`src/rtl/trax_move_scanner.sv`:
```
// Sequential Trax valid-move generator: scans an m x n board region, streams legal moves over valid/ready.
// Optional TRAX_FIRST_MOVE_EN: an empty board emits the opening moves {plus,0,0},{slash,0,0}.
module trax_move_scanner #(
    parameter int ROW_W      = 10,
    parameter int COL_W      = 10,
    parameter int CELL_W     = 3,
    parameter int MAX_K_BITS = 8,
    parameter int MAX_MOVES  = 203
) (
    input  logic                     clk,
    input  logic                     rst_n,
    input  logic                     start,
    input  logic [ROW_W-1:0]         m,
    input  logic [COL_W-1:0]         n,
    output logic                     rd_en,
    output logic [ROW_W-1:0]         rd_row,
    output logic [COL_W-1:0]         rd_col,
    input  logic [CELL_W-1:0]        rd_data,
    output logic                     mv_valid,
    input  logic                     mv_ready,
    output logic [2+COL_W+ROW_W-1:0] mv_data,
    output logic [MAX_K_BITS-1:0]    k,
    output logic                     busy,
    output logic                     done,
    output logic                     overflow
);

    typedef enum logic [3:0] {
        S_IDLE, S_RD_CUR, S_RD_UP, S_RD_RT, S_RD_DN, S_RD_LF,
        S_EVAL, S_EMIT, S_NEXT, S_OPEN, S_DONE
    } state_t;

    localparam logic [1:0]       T_PLUS   = 2'b01;
    localparam logic [1:0]       T_SLASH  = 2'b10;
    localparam logic [1:0]       T_BSLASH = 2'b11;
    localparam logic [ROW_W-1:0] R_ONE    = 1;
    localparam logic [COL_W-1:0] C_ONE    = 1;

    state_t                state_q, state_d;
    logic [ROW_W-1:0]      m_q, r_q;
    logic [COL_W-1:0]      n_q, c_q;
    logic                  nb_up, nb_rt, nb_dn;
    logic [1:0]            t0_q, t1_q, t2_q, num_q, idx_q;
    logic [MAX_K_BITS-1:0] k_q;
    logic                  ovf_q;
`ifdef TRAX_FIRST_MOVE_EN
    logic                  saw_occ;
`endif

    logic       occ, has_up, has_rt, has_dn, has_lf, lf, last_cell, accept;
    logic [2:0] cnt;
    logic [1:0] cls_num, cls_t0, cls_t1, cls_t2, cur_type;

    assign occ       = (rd_data != '0);
    assign has_up    = (r_q != '0);
    assign has_rt    = (c_q != n_q - C_ONE);
    assign has_dn    = (r_q != m_q - R_ONE);
    assign has_lf    = (c_q != '0);
    assign last_cell = !has_dn && !has_rt;
    assign accept    = mv_valid && mv_ready;

    // Left neighbour is consumed straight off rd_data in EVAL; the other three were captured earlier.
    always_comb begin
        lf      = has_lf && occ;
        cnt     = 3'(nb_up) + 3'(nb_rt) + 3'(nb_dn) + 3'(lf);
        cls_num = '0;
        cls_t0  = T_PLUS;
        cls_t1  = T_SLASH;
        cls_t2  = T_BSLASH;
        if (cnt == 3'd1) begin
            cls_num = 2'd3;
        end else if (cnt == 3'd2) begin
            cls_num = 2'd2;
            case ({nb_up, nb_rt, nb_dn, lf})
                4'b1100: begin cls_t0 = T_PLUS;   cls_t1 = T_SLASH;  end
                4'b1010: begin cls_t0 = T_BSLASH; cls_t1 = T_SLASH;  end
                4'b1001: begin cls_t0 = T_PLUS;   cls_t1 = T_BSLASH; end
                4'b0110: begin cls_t0 = T_PLUS;   cls_t1 = T_BSLASH; end
                4'b0101: begin cls_t0 = T_BSLASH; cls_t1 = T_SLASH;  end
                default: begin cls_t0 = T_PLUS;   cls_t1 = T_SLASH;  end
            endcase
        end
    end

    always_comb begin
        case (idx_q)
            2'd0:    cur_type = t0_q;
            2'd1:    cur_type = t1_q;
            default: cur_type = t2_q;
        endcase
    end

    always_comb begin
        state_d  = state_q;
        rd_en    = 1'b0;
        rd_row   = '0;
        rd_col   = '0;
        mv_valid = 1'b0;
        mv_data  = '0;
        case (state_q)
            S_IDLE: begin
                if (start) state_d = (m == '0 || n == '0) ? S_DONE : S_RD_CUR;
            end
            S_RD_CUR: begin
                rd_en   = 1'b1;
                rd_row  = r_q;
                rd_col  = c_q;
                state_d = S_RD_UP;
            end
            S_RD_UP: begin
                if (occ) begin
                    state_d = S_NEXT;
                end else begin
                    rd_en   = has_up;
                    rd_row  = has_up ? r_q - R_ONE : '0;
                    rd_col  = has_up ? c_q : '0;
                    state_d = S_RD_RT;
                end
            end
            S_RD_RT: begin
                rd_en   = has_rt;
                rd_row  = has_rt ? r_q : '0;
                rd_col  = has_rt ? c_q + C_ONE : '0;
                state_d = S_RD_DN;
            end
            S_RD_DN: begin
                rd_en   = has_dn;
                rd_row  = has_dn ? r_q + R_ONE : '0;
                rd_col  = has_dn ? c_q : '0;
                state_d = S_RD_LF;
            end
            S_RD_LF: begin
                rd_en   = has_lf;
                rd_row  = has_lf ? r_q : '0;
                rd_col  = has_lf ? c_q - C_ONE : '0;
                state_d = S_EVAL;
            end
            S_EVAL: begin
                state_d = (cls_num == '0) ? S_NEXT : S_EMIT;
            end
            S_EMIT: begin
                mv_valid = 1'b1;
                mv_data  = {cur_type, c_q, r_q};
                if (mv_ready && idx_q == num_q - 2'd1) state_d = S_NEXT;
            end
            S_NEXT: begin
                if (!last_cell) begin
                    state_d = S_RD_CUR;
                end else begin
`ifdef TRAX_FIRST_MOVE_EN
                    state_d = saw_occ ? S_DONE : S_OPEN;
`else
                    state_d = S_DONE;
`endif
                end
            end
            S_OPEN: begin
                mv_valid = 1'b1;
                mv_data  = {(idx_q[0] ? T_SLASH : T_PLUS), {COL_W{1'b0}}, {ROW_W{1'b0}}};
                if (mv_ready && idx_q[0]) state_d = S_DONE;
            end
            S_DONE:  state_d = S_IDLE;
            default: state_d = S_IDLE;
        endcase
    end

    always_ff @(posedge clk or negedge rst_n) begin
        if (!rst_n) begin
            state_q <= S_IDLE;
            m_q     <= '0;
            n_q     <= '0;
            r_q     <= '0;
            c_q     <= '0;
            nb_up   <= 1'b0;
            nb_rt   <= 1'b0;
            nb_dn   <= 1'b0;
            t0_q    <= '0;
            t1_q    <= '0;
            t2_q    <= '0;
            num_q   <= '0;
            idx_q   <= '0;
            k_q     <= '0;
            ovf_q   <= 1'b0;
`ifdef TRAX_FIRST_MOVE_EN
            saw_occ <= 1'b0;
`endif
        end else begin
            state_q <= state_d;
            case (state_q)
                S_IDLE: if (start) begin
                    m_q   <= m;
                    n_q   <= n;
                    r_q   <= '0;
                    c_q   <= '0;
                    k_q   <= '0;
                    ovf_q <= 1'b0;
`ifdef TRAX_FIRST_MOVE_EN
                    saw_occ <= 1'b0;
`endif
                end
`ifdef TRAX_FIRST_MOVE_EN
                S_RD_UP: if (occ) saw_occ <= 1'b1;
`endif
                S_RD_RT: nb_up <= has_up && occ;
                S_RD_DN: nb_rt <= has_rt && occ;
                S_RD_LF: nb_dn <= has_dn && occ;
                S_EVAL: begin
                    t0_q  <= cls_t0;
                    t1_q  <= cls_t1;
                    t2_q  <= cls_t2;
                    num_q <= cls_num;
                    idx_q <= '0;
                end
                S_NEXT: begin
                    idx_q <= '0;
                    if (has_rt) begin
                        c_q <= c_q + C_ONE;
                    end else if (has_dn) begin
                        c_q <= '0;
                        r_q <= r_q + R_ONE;
                    end
                end
                default: ;
            endcase
            // Moves past capacity still complete their handshake; only the count saturates.
            if (accept) begin
                idx_q <= idx_q + 2'd1;
                if (k_q == MAX_K_BITS'(MAX_MOVES)) ovf_q <= 1'b1;
                else                               k_q   <= k_q + 1'b1;
            end
        end
    end

    assign k        = k_q;
    assign overflow = ovf_q;
    assign busy     = (state_q != S_IDLE) && (state_q != S_DONE);
    assign done     = (state_q == S_DONE);

endmodule
```
`config.mk`:
```
export PLATFORM = sky130hd
export DESIGN_NAME = trax_move_scanner
export DESIGN_NICKNAME = d
export VERILOG_FILES = /design/src/rtl/trax_move_scanner.sv
export SDC_FILE = /design/constraint.sdc
export NUM_CORES = 1
export LEC_CHECK = 0
export CAP_MARGIN = 20
export CELL_PAD_IN_SITES_DETAIL_PLACEMENT = 0
export CELL_PAD_IN_SITES_GLOBAL_PLACEMENT = 1
export CORE_ASPECT_RATIO = 0.5
export CORE_MARGIN = 2
export CORE_UTILIZATION = 43
export DETAILED_ROUTE_END_ITERATION = 7
export PLACE_DENSITY_LB_ADDON = 0.25
export SYNTH_ARGS = -nofsm -noshare
export SYNTH_HDL_FRONTEND = slang
export SYNTH_SLANG_ARGS = --single-unit
```
`constraint.sdc`:
```
create_clock -name clk -period 5.6 [get_ports clk]
set_clock_uncertainty 0.15 [all_clocks]
set_input_delay 1.12 -clock clk [delete_from_list [all_inputs] [get_ports clk]]
set_output_delay 1.12 -clock clk [all_outputs]
set_load 0.02 [all_outputs]
```
==> results.toml <==
[outcome]
status = "finished clean"

[grt]
grt_overflow = 0
grt_max_degree = 64
track_usage = 0.230
grt_pass1_vias = 4728
grt_antenna_before_repair = 0
grt_pass1_wl_um = 24000

[synthesis]
yosysUniqueCellTypes = 64
synth_commonest_cells = "103 x nand2_1, 63 x dfrtp_1, 60 x nor2_1"
yosysMostFrequentCell = "nand2_1"
synth_top_cell_area_share = 0.306
async_flop_share = 1.00
yosys_warnings = 0
yosysSeqAreaShare = 0.306
synth_area_leaders = "dfrtp_1 31%, nand2_1 7.5%, nor2_1 4.4%"
synth-edff-count = 0
syn_avg_cell_area_um2 = 7.65
synth_fp_nets = 714
synth_top_area_cell = "dfrtp_1"
ys_ff_latch = 63
synth_area_um2 = 5150
synth_ff_type = "dfrtp_1"
synth_cells = 673

[drt]
wire_per_inst_um = 16.5
drt-initial-drc-count = 366
drc = 0
wl_um = 14800
routed_via_density = 5.83
ant_nets = 0
first_pass_iters = 7
num_vias = 5208

[die]
start_util = 0.439
design.die.area_um2 = 12900
die_h_um = 81.4
io_pins = 82
die_w_um = 159
design.core.area_um2 = 11700
fp-row-count = 28

[clock_tree]
worstSkewPairLatency_ns = 0.33
post-cts-setup-buffers = 0
cts.reportedPaths.clkPinSlew_ns = 0.06
numCtsBuffers = 9
clk_path_buf_depth = 2
holdBufCountCts = 0
htree_levels = 3
cts_sinks = 63
ctsResizeCount = 0
cts_root_buf = "clkbuf_16"
tritoncts = "built"

[finish]
multi_input_area_um2 = 3250
ff_latch_area_um2 = 1580
n_antenna_cell = 0
stdcell_area_um2 = 6360
fillers = 1153
final_util = 0.542
syn2layout_area_growth_pct = 23.4
fin_nets = 766
drive_above_1_share = 0.0645

[critical_path]
crit_required_ns = 4.33
critPathLaunchType = "flop"
cp_max_fo = 14
cp-end-kind = "output port"
arrival_ns = 3.79
critPathKind = "flop to output port"
reg2reg_depth = 16

[timing]
max_freq_mhz = 198
tns_ns = 0
rsz0062_at_grt = "no"
hold_viol_final = 0
maxSlewViolCount = 0
worst_pin_slew_ns = 1.02
finalSetupViolations = 0
fin_crit_ns = 5.06
relSlewSlack = 0.318
period_share = 0.903

[flow_run]
drv_cap = 0

[power]
leakagePower_nw = 2.76
power_density_nw_per_um2 = 456
peakVddDrop_v = 0.000197

[min_path]
min_path_cells = 1
min-delay-path-class = "flop to flop"

[placement]
place_area_um2 = 6050
port_buffers = 81
dp_hpwl_um = 10600
place_congestion = 0.872
## layout make-up
| cell class | instances | share of cell area |
|---|---|---|
| clock buffers | 11 | 0.0382 |
| clock inverters | 4 | 0.0110 |
| inverters | 28 | 0.0165 |
| multi-input cells | 530 | 0.512 |
| flip-flops and latches | 63 | 0.248 |
| well taps | 165 | 0.0325 |
| repair buffers | 93 | 0.142 |
## cell usage in the layout, fill, tap and decap left out, types with 15 or more instances in the layout
master,netlist,routed
nand2_1,103,103
clkdlybuf4s50_1,0,80
dfrtp_1,63,63
nor2_1,60,59
and3_1,35,35
o21ai_0,32,32
inv_1,28,28
nand3_1,28,28
a21oi_1,25,25
nor3_1,23,22
xnor2_1,16,16
a211oi_1,16,16
a31oi_1,15,15
## cell families after synthesis
family	after synthesis	share of synthesized area
and+or+nand+nor	322	0.307
AOI/OAI and AO/OA	159	0.226
buffers and inverters	80	0.0636
DFF	63	0.306
xor gates and xnor gates	31	0.0542
adders and majority gates	14	0.0355
muxes	4	0.00802
## critical path, cell delays in order, from the launching register on
cell,delay (ns)
dfrtp_1,0.47
nor4_2,0.48
a221oi_1,0.17
a31oi_1,0.28
a2111oi_4,0.16
a21oi_1,0.84
a211oi_1,0.17
a31oi_1,0.23
clkdlybuf4s50_1,0.63
## metal layers
layer  up-vias  part of all wire  global-route usage
met5         -                 0                   0
met4         0            0.0090              0.0505
met3        14             0.061              0.0516
met2       152              0.43               0.362
met1      2499              0.50               0.326
li1       2543                 -                   -
## sequential cells by signal, indices dropped and copies added, names as in the netlist
signal	flops
c_q	10
n_q	10
r_q	10
m_q	10
k	8
overflow	1
idx_q	2
nb_dn	1
t0_q	2
num_q	2
t1_q	1
nb_up	1
nb_rt	1
state_q	4
## worst paths after layout
| path | endpoint | from | slack [ns] |
|---|---|---|---|
| worst min-delay path | t0_q[0]$_DFFE_PN0N_ | t0_q[0]$_DFFE_PN0N_ | 0.33 |
| max in group asynchronous | n_q[4]$_DFFE_PN0P_ | rst_n | 3.92 |
| worst min register to register | t0_q[0]$_DFFE_PN0N_ | t0_q[0]$_DFFE_PN0N_ | 0.33 |
| worst max register to register | state_q[1]$_DFFE_PN0P_ | c_q[0]$_DFFE_PN0P_ | 1.32 |
| min in group asynchronous | t0_q[0]$_DFFE_PN0N_ | rst_n | 0.82 |
| worst max-delay path | rd_row[5] | m_q[2]$_DFFE_PN0P_ | 0.54 |
## power breakdown
part           switching [W]  internal (W)  leakage, nW
Combinational       0.000908      0.000595         1.77
Clock               0.000203      0.000398        0.155
Sequential          0.000208      0.000586        0.827
## metrics by stage
stage          setup WS (ns)  hold slack (ns)  total power [W]  instances
3_5_place_dp           0.705            0.312          0.00229        879
2_1_floorplan           1.43            0.294          0.00186        673
4_1_cts                0.507            0.330          0.00290        894
5_1_grt                0.256            0.363          0.00314        894
3_3_place_gp           0.744            0.311          0.00226        878
6_report               0.542            0.329          0.00290        894
No activity file was read; power rests on OpenSTA's default activity.
